`src/rtl/tetris_pixel_renderer.sv`:
```
// Pixel-colour stage: tracks the board cell under the beam with counters, queries tetris for
// the cell contents and maps kind, frame and grid lines to 12-bit RGB one pixel strobe later.
module tetris_pixel_renderer #(
  parameter int          X0     = 220,
  parameter int          Y0     = 40,
  parameter int          CELL   = 20,
  parameter int          COLS   = 10,
  parameter int          ROWS   = 20,
  parameter logic [11:0] BG     = 12'h111,
  parameter logic [11:0] GRID   = 12'h222,
  parameter logic [11:0] BORDER = 12'hFFF
) (
  input  logic        clk,
  input  logic        reset,
  input  logic        p_tick,
  input  logic        visible,
  input  logic [9:0]  pixel_x,
  input  logic [9:0]  pixel_y,
  output logic [3:0]  cell_x,
  output logic [4:0]  cell_y,
  input  logic [2:0]  cell_kind,
  output logic [11:0] rgb
);

  localparam int          SW       = $clog2(CELL);
  localparam logic [SW-1:0] SUB_LAST = SW'(CELL - 1);
  localparam logic [3:0]  COL_LAST = 4'(COLS - 1);
  localparam logic [4:0]  ROW_LAST = 5'(ROWS - 1);
  localparam logic [9:0]  X0_P     = 10'(X0);
  localparam logic [9:0]  Y0_P     = 10'(Y0);
  localparam logic [9:0]  GX_HI    = 10'(X0 + COLS * CELL - 1);
  localparam logic [9:0]  GY_HI    = 10'(Y0 + ROWS * CELL - 1);
  localparam logic [9:0]  BX_LO    = 10'(X0 - 2);
  localparam logic [9:0]  BX_HI    = 10'(X0 + COLS * CELL + 1);
  localparam logic [9:0]  BY_LO    = 10'(Y0 - 2);
  localparam logic [9:0]  BY_HI    = 10'(Y0 + ROWS * CELL + 1);

  logic [SW-1:0] sub_x, sub_y, sub_x_n, sub_y_n;
  logic [3:0]    cell_x_n;
  logic [4:0]    cell_y_n;
  logic          in_x, in_y, row_lock, in_x_n, in_y_n, row_lock_n;
  logic          border_n;
  logic          in_board_d, grid_d, border_d, visible_d;
  logic          stage_b_pend;
  logic [2:0]    kind_d;
  logic [11:0]   rgb_n;

  function automatic logic [11:0] palette(input logic [2:0] k);
    case (k)
      3'd1:    return 12'h09D;
      3'd2:    return 12'h04F;
      3'd3:    return 12'hD90;
      3'd4:    return 12'hFF0;
      3'd5:    return 12'h0F3;
      3'd6:    return 12'h80C;
      3'd7:    return 12'hF00;
      default: return 12'h000;
    endcase
  endfunction

  // Next tracker state for the pixel being presented; stage A latches these so the
  // registered cell_x/cell_y query and the latched flags describe the same pixel.
  always_comb begin
    sub_x_n  = sub_x;
    cell_x_n = cell_x;
    in_x_n   = in_x;
    if (pixel_x == X0_P) begin
      sub_x_n  = '0;
      cell_x_n = '0;
      in_x_n   = 1'b1;
    end else if (in_x) begin
      if (sub_x == SUB_LAST) begin
        sub_x_n = '0;
        if (cell_x == COL_LAST) begin
          cell_x_n = '0;
          in_x_n   = 1'b0;
        end else begin
          cell_x_n = cell_x + 4'd1;
        end
      end else begin
        sub_x_n = sub_x + 1'b1;
      end
    end

    sub_y_n    = sub_y;
    cell_y_n   = cell_y;
    in_y_n     = in_y;
    row_lock_n = row_lock;
    if (pixel_x == '0) begin
      if (pixel_y == Y0_P) begin
        sub_y_n    = '0;
        cell_y_n   = '0;
        in_y_n     = 1'b1;
        row_lock_n = 1'b1;
      end else if (in_y) begin
        if (sub_y == SUB_LAST) begin
          sub_y_n = '0;
          if (cell_y == ROW_LAST) begin
            cell_y_n = '0;
            in_y_n   = 1'b0;
          end else begin
            cell_y_n = cell_y + 5'd1;
          end
        end else begin
          sub_y_n = sub_y + 1'b1;
        end
      end
    end

    // Frame is geometric so it stays drawn even while row_lock is still clear.
    border_n = (pixel_x >= BX_LO) && (pixel_x <= BX_HI) &&
               (pixel_y >= BY_LO) && (pixel_y <= BY_HI) &&
               !((pixel_x >= X0_P) && (pixel_x <= GX_HI) &&
                 (pixel_y >= Y0_P) && (pixel_y <= GY_HI));

    if (!visible_d)       rgb_n = 12'h000;
    else if (border_d)    rgb_n = BORDER;
    else if (in_board_d) begin
      if (kind_d != 3'd0) rgb_n = palette(kind_d);
      else if (grid_d)    rgb_n = GRID;
      else                rgb_n = 12'h000;
    end else              rgb_n = BG;
  end

  always_ff @(posedge clk) begin
    if (reset) begin
      sub_x        <= '0;
      sub_y        <= '0;
      cell_x       <= '0;
      cell_y       <= '0;
      in_x         <= 1'b0;
      in_y         <= 1'b0;
      row_lock     <= 1'b0;
      in_board_d   <= 1'b0;
      grid_d       <= 1'b0;
      border_d     <= 1'b0;
      visible_d    <= 1'b0;
      stage_b_pend <= 1'b0;
      kind_d       <= '0;
      rgb          <= '0;
    end else begin
      stage_b_pend <= p_tick;
      // Tetris answers the query registered on the strobe edge by the following clk.
      if (stage_b_pend) kind_d <= cell_kind;
      if (p_tick) begin
        sub_x      <= sub_x_n;
        sub_y      <= sub_y_n;
        cell_x     <= cell_x_n;
        cell_y     <= cell_y_n;
        in_x       <= in_x_n;
        in_y       <= in_y_n;
        row_lock   <= row_lock_n;
        in_board_d <= in_x_n & in_y_n & row_lock_n;
        grid_d     <= (sub_x_n == '0) | (sub_y_n == '0);
        border_d   <= border_n;
        visible_d  <= visible;
        rgb        <= rgb_n;
      end
    end
  end

endmodule

```
`config.mk`:
```
export PLATFORM = sky130hd
export DESIGN_NAME = tetris_pixel_renderer
export DESIGN_NICKNAME = d
export VERILOG_FILES = /design/src/rtl/tetris_pixel_renderer.sv
export SDC_FILE = /design/constraint.sdc
export NUM_CORES = 1
export LEC_CHECK = 0
export CAP_MARGIN = 20
export CELL_PAD_IN_SITES_DETAIL_PLACEMENT = 1
export CELL_PAD_IN_SITES_GLOBAL_PLACEMENT = 1
export CORE_MARGIN = 3
export CORE_UTILIZATION = 40
export DETAILED_ROUTE_END_ITERATION = 10
export PLACE_DENSITY_LB_ADDON = 0.1
export SLEW_MARGIN = 10
export SYNTH_ARGS = -nofsm -noshare
export SYNTH_HDL_FRONTEND = slang
export SYNTH_SLANG_ARGS = --single-unit
```
`constraint.sdc`:
```
create_clock -name clk -period 5.6 [get_ports clk]
set_clock_uncertainty 0.05 [all_clocks]
set_input_delay 0.84 -clock clk [delete_from_list [all_inputs] [get_ports clk]]
set_output_delay 0.84 -clock clk [all_outputs]
set_load 0.03 [all_outputs]
```
==> results.py, run 1 <==
metrics = {
    "sta": {
        "rsz0062_at_grt": "false",
        "relSlewSlack_pct": 57.4,
        "timing.final.ws_setup_ns": 2.42,
        "fin_setup_tns_ns": 0,
        "hold_viol": 0,
        "max_freq_ghz": 0.314,
        "setup_violations": 0,
        "period_minus_slack_ns": 3.18,
        "drv_slew": 0,
        "final.period_utilization_pct": 56.8,
        "tightest_slew_ns": 0.635,
    },
    "synth": {
        "yosys.area.top_type": "dfxtp_1",
        "synth_seq_cells": 41,
        "synth-async-reset-ratio_pct": 0,
        "synth_cell_types": 51,
        "synthCells": 307,
        "netlist_area_sq_um": 2410,
        "synth_flop_cell": "dfxtp_1",
        "syn_nets": 339,
        "ys_warn_count": 0,
        "synth-edff-count": 0,
        "netlist_top_cells_area": "dfxtp_1 34%, a21oi_1 7.5%, nor2_1 4.7%",
        "syn_area_per_cell_sq_um": 7.86,
        "yosysSeqAreaShare_pct": 34.0,
        "yosys.area.top_type_share_pct": 34.0,
    },
    "setup_path": {
        "cp-end-kind": "flop",
        "reg2reg_depth": 6,
        "critPathMaxFanout": 11,
        "start_kind": "input pin",
        "r2r_setup_slack_ns": 3.53,
        "crit_arrival_ns": 3.36,
        "criticalPathCategory": "in2reg",
        "cp.required_ns": 5.78,
        "reg2reg_to": "cell_x[2]",
        "r2r-start": "sub_x[0]",
    },
    "min_path": {
        "hold_class": "reg2reg",
        "min-delay-start": "row_lock",
        "min_to": "row_lock",
        "hold_depth": 2,
    },
    "clocking": {
        "cts_root_buf": "clkbuf_8",
        "clockBufferDepth": 2,
        "cts_buffers": 5,
        "cts_resized": 0,
        "postCtsSetupRepairBufs": 0,
        "clk-insertion-delay-late_ns": 0.30,
        "cts_hold_buf": 0,
        "cts.clk_slew.worst_paths_ns": 0.08,
        "htreeDepth": 2,
        "cts_tree": "built",
        "cts_sinks": 41,
    },
    "grt": {
        "grt_first_pass_wirelength_um": 11600,
        "grt_pass1_vias": 2469,
        "grtUsageTotal_pct": 19.3,
        "grt_max_degree": 43,
        "antenna_found_initial": 0,
        "grt_overflow_total": 0,
    },
    "route": {
        "vias": 2427,
        "via_per_inst": 5.82,
        "drc": 0,
        "drtIter0Drc": 145,
        "dr.pass1.iters": 4,
        "detail-route-antenna-nets": 0,
        "routed_wl_um": 6670,
        "routedWlPerCell_um": 16.0,
    },
    "power_and_ir_drop": {
        "p_per_area_nw_per_um2": 218,
        "vdd_drop_max_mv": 0.174,
        "p_leak_nw": 1.00,
        "p_total_w": 0.000664,
    },
    "placement": {
        "dp_hpwl_um": 4800,
        "preCtsSetupSlack_ns": 2.11,
        "gp_congestion": 0.842,
        "placed_cells": 409,
        "portBuffers": 47,
    },
    "floorplan": {
        "row_count": 27,
        "chipWidth_um": 83.7,
        "core_sq_um": 5680,
        "die_h_um": 83.7,
        "start_util_pct": 42.5,
        "io_pins": 48,
        "dieArea_sq_um": 7000,
    },
    "final_layout": {
        "fin_util_pct": 53.6,
        "fillers": 701,
        "n_antenna_cell": 0,
        "fin_nets": 376,
        "multiInputGateArea_sq_um": 1480,
        "drive_above_1_share_pct": 4.64,
        "fin_cells": 417,
        "area_delta_synth_final_pct": 26.1,
        "register_area_sq_um": 821,
    },
    "flow_run": {
        "cap_violations": 0,
    },
    "status": {
        "status": "complete, no violations",
    },
}
==> layout by cell type, fill, tap and decap left out, types with 3 or more instances in the layout <==
cell type and instances:
inv_1 9, a21oi_1 36, nor4_1 3, nor3_1 4, a32oi_1 6, nand2b_1 8, and2_1 4, ha_1 5
or3_1 6, clkbuf_8 5, nand4_1 7, dfxtp_1 41, mux2i_1 6, o32ai_1 4, nor2b_1 4, a2bb2oi_1 6
o211ai_1 11, nor3b_1 3, o21ai_0 18, nor2_1 30, nand3_1 10, clkdlybuf4s50_1 47, or4_1 5, xnor2_1 3
nand2_1 25
==> worst max path at each step <==
stage	endpoint	from	cells past startpoint	slack [ns]
after floorplan	cell_y[3]	pixel_x[0]	6	3.07
final	cell_x[2]	pixel_x[8]	6	2.42
after CTS	cell_x[2]	pixel_x[8]	6	2.42
after detailed placement	cell_x[2]	pixel_x[8]	6	2.11
after global routing	cell_x[2]	pixel_x[8]	6	2.28
after global placement	cell_x[2]	pixel_x[8]	6	2.22
==> synth_stat cells (3+ instances only) <==
master     instances
dfxtp_1           41
a21oi_1           36
nor2_1            30
nand2_1           25
o21ai_0           18
clkbuf_1          17
o211ai_1          11
nand3_1           10
inv_1              9
nand2b_1           8
nand4_1            7
a2bb2oi_1          6
a32oi_1            6
mux2i_1            6
or3_1              6
ha_1               5
or4_1              5
and2_1             4
nor2b_1            4
nor3_1             4
o32ai_1            4
nor3b_1            3
nor4_1             3
xnor2_1            3
==> per-layer routing <==
layer | vias to the layer above | share of wire, % | track usage [%]
li1 | 1215 | - | -
met1 | 1162 | 49 | 25.7
met2 | 43 | 47 | 32.6
met3 | 7 | 3.1 | 3.26
met4 | 0 | 0.85 | 4.24
met5 | - | 0 | 0
==> registers in the layout, indices dropped and copies added (netlist names) <==
register      cells
border_d          1
cell_x            4
cell_y            5
grid_d            1
in_board_d        1
in_x              1
in_y              1
kind_d            3
rgb              11
row_lock          1
stage_b_pend      1
sub_x             5
sub_y             5
visible_d         1
==> report_power, final <==
| part | switching [W] | internal [W] | leakage [nW] |
|---|---|---|---|
| Clock | 0.000114 | 0.000180 | 0.0687 |
| Sequential | 0.00000718 | 0.000296 | 0.332 |
| Combinational | 0.0000343 | 0.0000335 | 0.600 |
| Total | 0.000155 | 0.000509 | 1.00 |
==> critical path: stages <==
cell and delay, ns:
clkdlybuf4s50_1 0.49, or4_4 0.54, nor4_4 0.61, o21ai_2 0.23
or4_1 0.50, a21oi_1 0.15
==> logic make-up after synthesis <==
| kind of cell | share of synthesized area, % |
|---|---|
| simple gates | 28.1 |
| compound gates | 26.6 |
| flops | 34.0 |
| buf+inv | 4.82 |
| mux | 2.49 |
| fa+ha+maj | 2.59 |
| xor+xnor | 1.45 |
==> stage by stage <==
stage / area (sq um) / hold slack, ns
after floorplan: 2410 / 0.376
after global placement: 2910 / 0.389
after CTS: 3040 / 0.414
after global routing: 3040 / 0.433
after detailed placement: 2910 / 0.403
final: 3040 / 0.414
==> cell type report <==
| cell class | count | area share, % |
|---|---|---|
| multi-input cells | 238 | 48.5 |
| clock buffers | 5 | 2.26 |
| repair buffers | 49 | 16.0 |
| flip-flops and latches | 41 | 27.0 |
| clock inverters | 3 | 2.26 |
| inverters | 9 | 1.11 |
| well taps | 72 | 2.96 |
(Power assumes the default switching activity.)
==> run 2, diff against run 1 <==
- CORE_UTILIZATION: 40 -> 38
- clock period: 5.6 -> 3.31 ns (I/O delays scaled with it)
==> results.py, run 2 (synthesis results as in run 1) <==
metrics = {
    "status": {
        "status": "complete, no violations",
    },
    "setup_path": {
        "criticalPathCategory": "in2reg",
        "start_kind": "input pin",
        "crit_end": "sub_y[2]",
        "reg2reg_depth": 6,
        "critPathMaxFanout": 5,
        "r2r_setup_slack_ns": 1.22,
        "r2r-start": "sub_x[0]",
        "startpoint": "pixel_x[8]",
        "reg2reg_to": "cell_x[2]",
        "cp.required_ns": 3.49,
        "cp-end-kind": "flop",
        "crit_arrival_ns": 2.72,
    },
    "clocking": {
        "cts.clk_slew.worst_paths_ns": 0.09,
        "cts_resized": 0,
        "postCtsSetupRepairBufs": 0,
        "cts_tree": "built",
        "clockBufferDepth": 2,
        "cts_sinks": 41,
        "cts_buffers": 5,
        "cts_hold_buf": 0,
        "clk-insertion-delay-late_ns": 0.30,
        "htreeDepth": 2,
        "cts_root_buf": "clkbuf_8",
    },
    "floorplan": {
        "row_count": 28,
        "chipWidth_um": 85.7,
        "dieArea_sq_um": 7340,
        "start_util_pct": 40.0,
        "die_h_um": 85.7,
        "core_sq_um": 6030,
        "io_pins": 48,
    },
    "power_and_ir_drop": {
        "pwr-share-seq_pct": 53.4,
        "p_leak_nw": 0.987,
        "p_per_area_nw_per_um2": 319,
        "p_clk_share_pct": 34.4,
        "p_int_w": 0.000703,
        "p_comb_share_pct": 12.1,
        "switching_share_pct": 26.7,
        "switching_power_w": 0.000256,
        "vdd_drop_max_mv": 0.220,
    },
    "grt": {
        "grt_pass1_vias": 2431,
        "grtUsageTotal_pct": 19.4,
        "antenna_found_initial": 0,
        "grt_first_pass_wirelength_um": 11700,
        "grt_max_degree": 42,
        "grt_overflow_total": 0,
    },
    "final_layout": {
        "area_delta_synth_final_pct": 24.8,
        "register_area_sq_um": 821,
        "largest_reg_flops": 11,
        "mostFrequentLayoutCells": "47 x clkdlybuf4s50_1, 41 x dfxtp_1, 36 x a21oi_1",
        "n_antenna_cell": 0,
        "fillers": 736,
        "fin_nets": 378,
        "fin_util_pct": 50.0,
        "multiInputGateArea_sq_um": 1480,
        "largest_register": "rgb",
        "final_common_cell": "clkdlybuf4s50_1",
        "finalInstanceArea_sq_um": 3010,
        "drive_above_1_share_pct": 5.19,
    },
    "sta": {
        "max_freq_ghz": 0.395,
        "setup_violations": 0,
        "relSlewSlack_pct": 64.0,
        "fin_setup_tns_ns": 0,
        "rsz0062_at_grt": "false",
        "period_minus_slack_ns": 2.53,
        "drv_slew": 0,
        "tightest_slew_ns": 0.535,
        "hold_viol": 0,
        "whs_ns": 0.401,
        "final.period_utilization_pct": 76.5,
    },
    "route": {
        "drc": 0,
        "via_per_inst": 5.76,
        "drtIter0Drc": 164,
        "dr.pass1.iters": 4,
        "routedWlPerCell_um": 16.2,
        "routed_wl_um": 6820,
        "vias": 2430,
        "detail-route-antenna-nets": 0,
    },
    "min_path": {
        "hold_depth": 2,
        "hold_class": "reg2reg",
    },
    "placement": {
        "portBuffers": 47,
        "dp_hpwl_um": 5000,
        "dpl-instance-area_sq_um": 2920,
        "gp_congestion": 0.804,
    },
    "flow_run": {
        "cap_violations": 0,
    },
}
run 2: how the worst min path moves through the flow:
stage                     startpoint  slack [ns]  endpoint
after detailed placement    row_lock        0.39  row_lock
after global placement      row_lock        0.39  row_lock
after global routing        row_lock        0.42  row_lock
final                       row_lock        0.40  row_lock
after CTS                   row_lock        0.40  row_lock
after floorplan             row_lock        0.38  row_lock
run 2: worst max-delay path, stage by stage:
cell,delay [ns]
clkdlybuf4s50_1,0.49
or4_4,0.53
and4b_1,0.37
nand3_1,0.14
or4_1,0.55
a21oi_1,0.15
run 2: metal layers:
metal  up-vias  global-route usage, %  part of all wire [%]
li1       1217                      -                     -
met1      1160                   27.5                    50
met2        51                   30.6                    46
met3         2                   3.84                   4.1
met4         0                   3.88                  0.43
met5         -                      0                     0
run 2: area by class of cell:
class                   count  area share (%)
clock buffers               5            2.29
clock inverters             3           0.582
inverters                   9            1.12
multi-input cells         238            49.0
flip-flops and latches     41            27.3
well taps                  75            3.12
repair buffers             51            16.6
run 2: power groups by stage:
stage	logic (W)	clock network, W	registers (W)
2_1_floorplan	0.0000586	0	0.000520
3_3_place_gp	0.000113	0	0.000524
3_5_place_dp	0.000117	0	0.000524
4_1_cts	0.000117	0.000347	0.000513
5_1_grt	0.000128	0.000368	0.000515
6_report	0.000117	0.000330	0.000513
run 2: metrics by stage:
stage,setup WS (ns),power [W],instances
finish,0.779,0.000959,422
global route,0.659,0.00101,422
CTS,0.778,0.000977,422
detailed placement,0.462,0.000641,414
global placement,0.506,0.000637,414
floorplan,1.12,0.000579,307
==> run 3, diff against run 2 <==
- CORE_UTILIZATION: 38 -> 34
- clock period: 3.31 -> 2.09 ns (I/O delays scaled with it)
==> results.py, run 3 (synthesis results as in run 1) <==
metrics = {
    "route": {
        "routed_wl_um": 7350,
        "drtIter0Drc": 89,
        "routedWlPerCell_um": 15.4,
        "detail-route-antenna-nets": 0,
        "drc": 0,
        "vias": 2564,
        "via_per_inst": 5.38,
        "dr.pass1.iters": 4,
    },
    "final_layout": {
        "fillers": 852,
        "n_antenna_cell": 0,
        "fin_nets": 412,
        "final_common_cell": "clkdlybuf4s50_1",
        "fin_util_pct": 48.6,
        "area_delta_synth_final_pct": 37.8,
        "drive_above_1_share_pct": 14.4,
        "largest_register": "rgb",
        "mostFrequentLayoutCells": "43 x clkdlybuf4s50_1, 41 x dfxtp_1, 36 x a21oi_1, 36 x buf_4, 30 x nor2_1",
        "fin_cells": 477,
        "largest_reg_flops": 11,
    },
    "floorplan": {
        "core_sq_um": 6830,
        "start_util_pct": 35.3,
        "row_count": 30,
        "die_h_um": 90.2,
        "chipWidth_um": 90.2,
        "dieArea_sq_um": 8140,
        "io_pins": 48,
    },
    "flow_run": {
        "cap_violations": 0,
    },
    "setup_path": {
        "critPathBufInv": 1,
        "criticalPathCategory": "in2reg",
        "start_kind": "input pin",
        "critPathMaxFanout": 4,
        "crit_arrival_ns": 2.19,
        "cp_top_family": "simple AND/OR/NAND/NOR gates",
        "critPathMaxStageDelay_ns": 0.56,
        "cp.required_ns": 2.27,
        "cp-end-kind": "flop",
        "cp_slowest_cell": "or4_4",
        "path_cells": "dlygate4sd2_1, or4_4, and4b_2, nand4_1, or4_1, a21oi_1",
        "r2r_setup_slack_ns": 0.14,
    },
    "grt": {
        "grt_max_degree": 42,
        "grt_overflow_total": 0,
        "grt_first_pass_wirelength_um": 12400,
        "grt_pass1_vias": 2574,
        "grtUsageTotal_pct": 18.2,
        "antenna_found_initial": 0,
    },
    "clocking": {
        "cts_sinks": 41,
        "htreeDepth": 2,
        "clk-insertion-delay-late_ns": 0.30,
        "clockBufferDepth": 2,
        "cts_buffers": 5,
        "cts_root_buf": "clkbuf_8",
        "cts_tree": "built",
        "cts.clk_slew.worst_paths_ns": 0.09,
        "cts_hold_buf": 0,
    },
    "min_path": {
        "hold_class": "reg2reg",
    },
    "sta": {
        "hold_viol": 0,
        "rsz0062_at_grt": "false",
        "period_minus_slack_ns": 2.01,
        "drv_slew": 0,
        "relSlewSlack_pct": 68.9,
        "fin_setup_tns_ns": 0,
        "setup_violations": 0,
        "tightest_slew_ns": 0.466,
        "final.period_utilization_pct": 96.2,
        "max_freq_ghz": 0.497,
    },
    "power_and_ir_drop": {
        "vdd_drop_max_mv": 0.177,
        "p_leak_nw": 1.17,
        "p_per_area_nw_per_um2": 479,
    },
    "placement": {
        "placed_cells": 468,
        "dp_hpwl_um": 5570,
        "gp_congestion": 0.791,
        "portBuffers": 47,
    },
    "status": {
        "status": "complete, no violations",
    },
}
[run 3: layout make-up]
cell class / instances / area, sq um / share of cell area, %
clock buffer: 6 / 82.6 / 2.48
sequential: 41 / 821 / 24.7
tap: 96 / 120 / 3.61
inverter: 9 / 33.8 / 1.02
multi-input combinational: 238 / 1490 / 44.7
timing repair buffer: 85 / 767 / 23.1
clock inverter: 2 / 13.8 / 0.414
[run 3: repair_timing]
action / in CTS / in global routing
hold endpoints to repair: 0 / 0
setup buffers: 1 / 0
resized for setup: 7 / 2
setup endpoints to repair: 14 / 6
pin swaps: 11 / 4
[run 3: metrics by stage]
stage / instance area (sq um) / power (W) / hold slack [ns] / worst slack, ns
final: 3320 / 0.00159 / 0.418 / 0.0784
after CTS: 3320 / 0.00162 / 0.412 / 0.0165
after floorplan: 2410 / 0.000917 / 0.376 / 0.0844
after detailed placement: 3210 / 0.00105 / 0.399 / -0.488
after global routing: 3320 / 0.00167 / 0.437 / 0.0116
after global placement: 3210 / 0.00105 / 0.392 / -0.454
[run 3: worst reg2reg max path: cells and delay by family (launching register included)]
family                   cells  cell delay (ns)
adder cells (fa/ha/maj)      1             0.23
flip-flops                   1             0.39
AND/OR/NAND/NOR              3             0.97
AO/OA/AOI/OAI                2             0.24
[run 3: final timing paths]
path,from,cells past startpoint,end
max reg2reg,sub_x[1],6,cell_x[2]
min reg2reg,rgb[11],2,rgb[11]
max,pixel_x[0],6,cell_y[3]
min,rgb[11],2,rgb[11]
[run 3: power by group]
group          switching, W  internal [W]
clock network      0.000294      0.000268
registers         0.0000178      0.000793
logic              0.000103      0.000118
total              0.000415       0.00118
[run 3: metal layers]
metal | vias to the layer above | global-route usage (%) | routed length [um]
li1 | 1285 | - | -
met1 | 1232 | 24.9 | 3620
met2 | 39 | 29.7 | 3450
met3 | 8 | 3.01 | 196
met4 | 0 | 4.85 | 85
met5 | - | 0 | 0
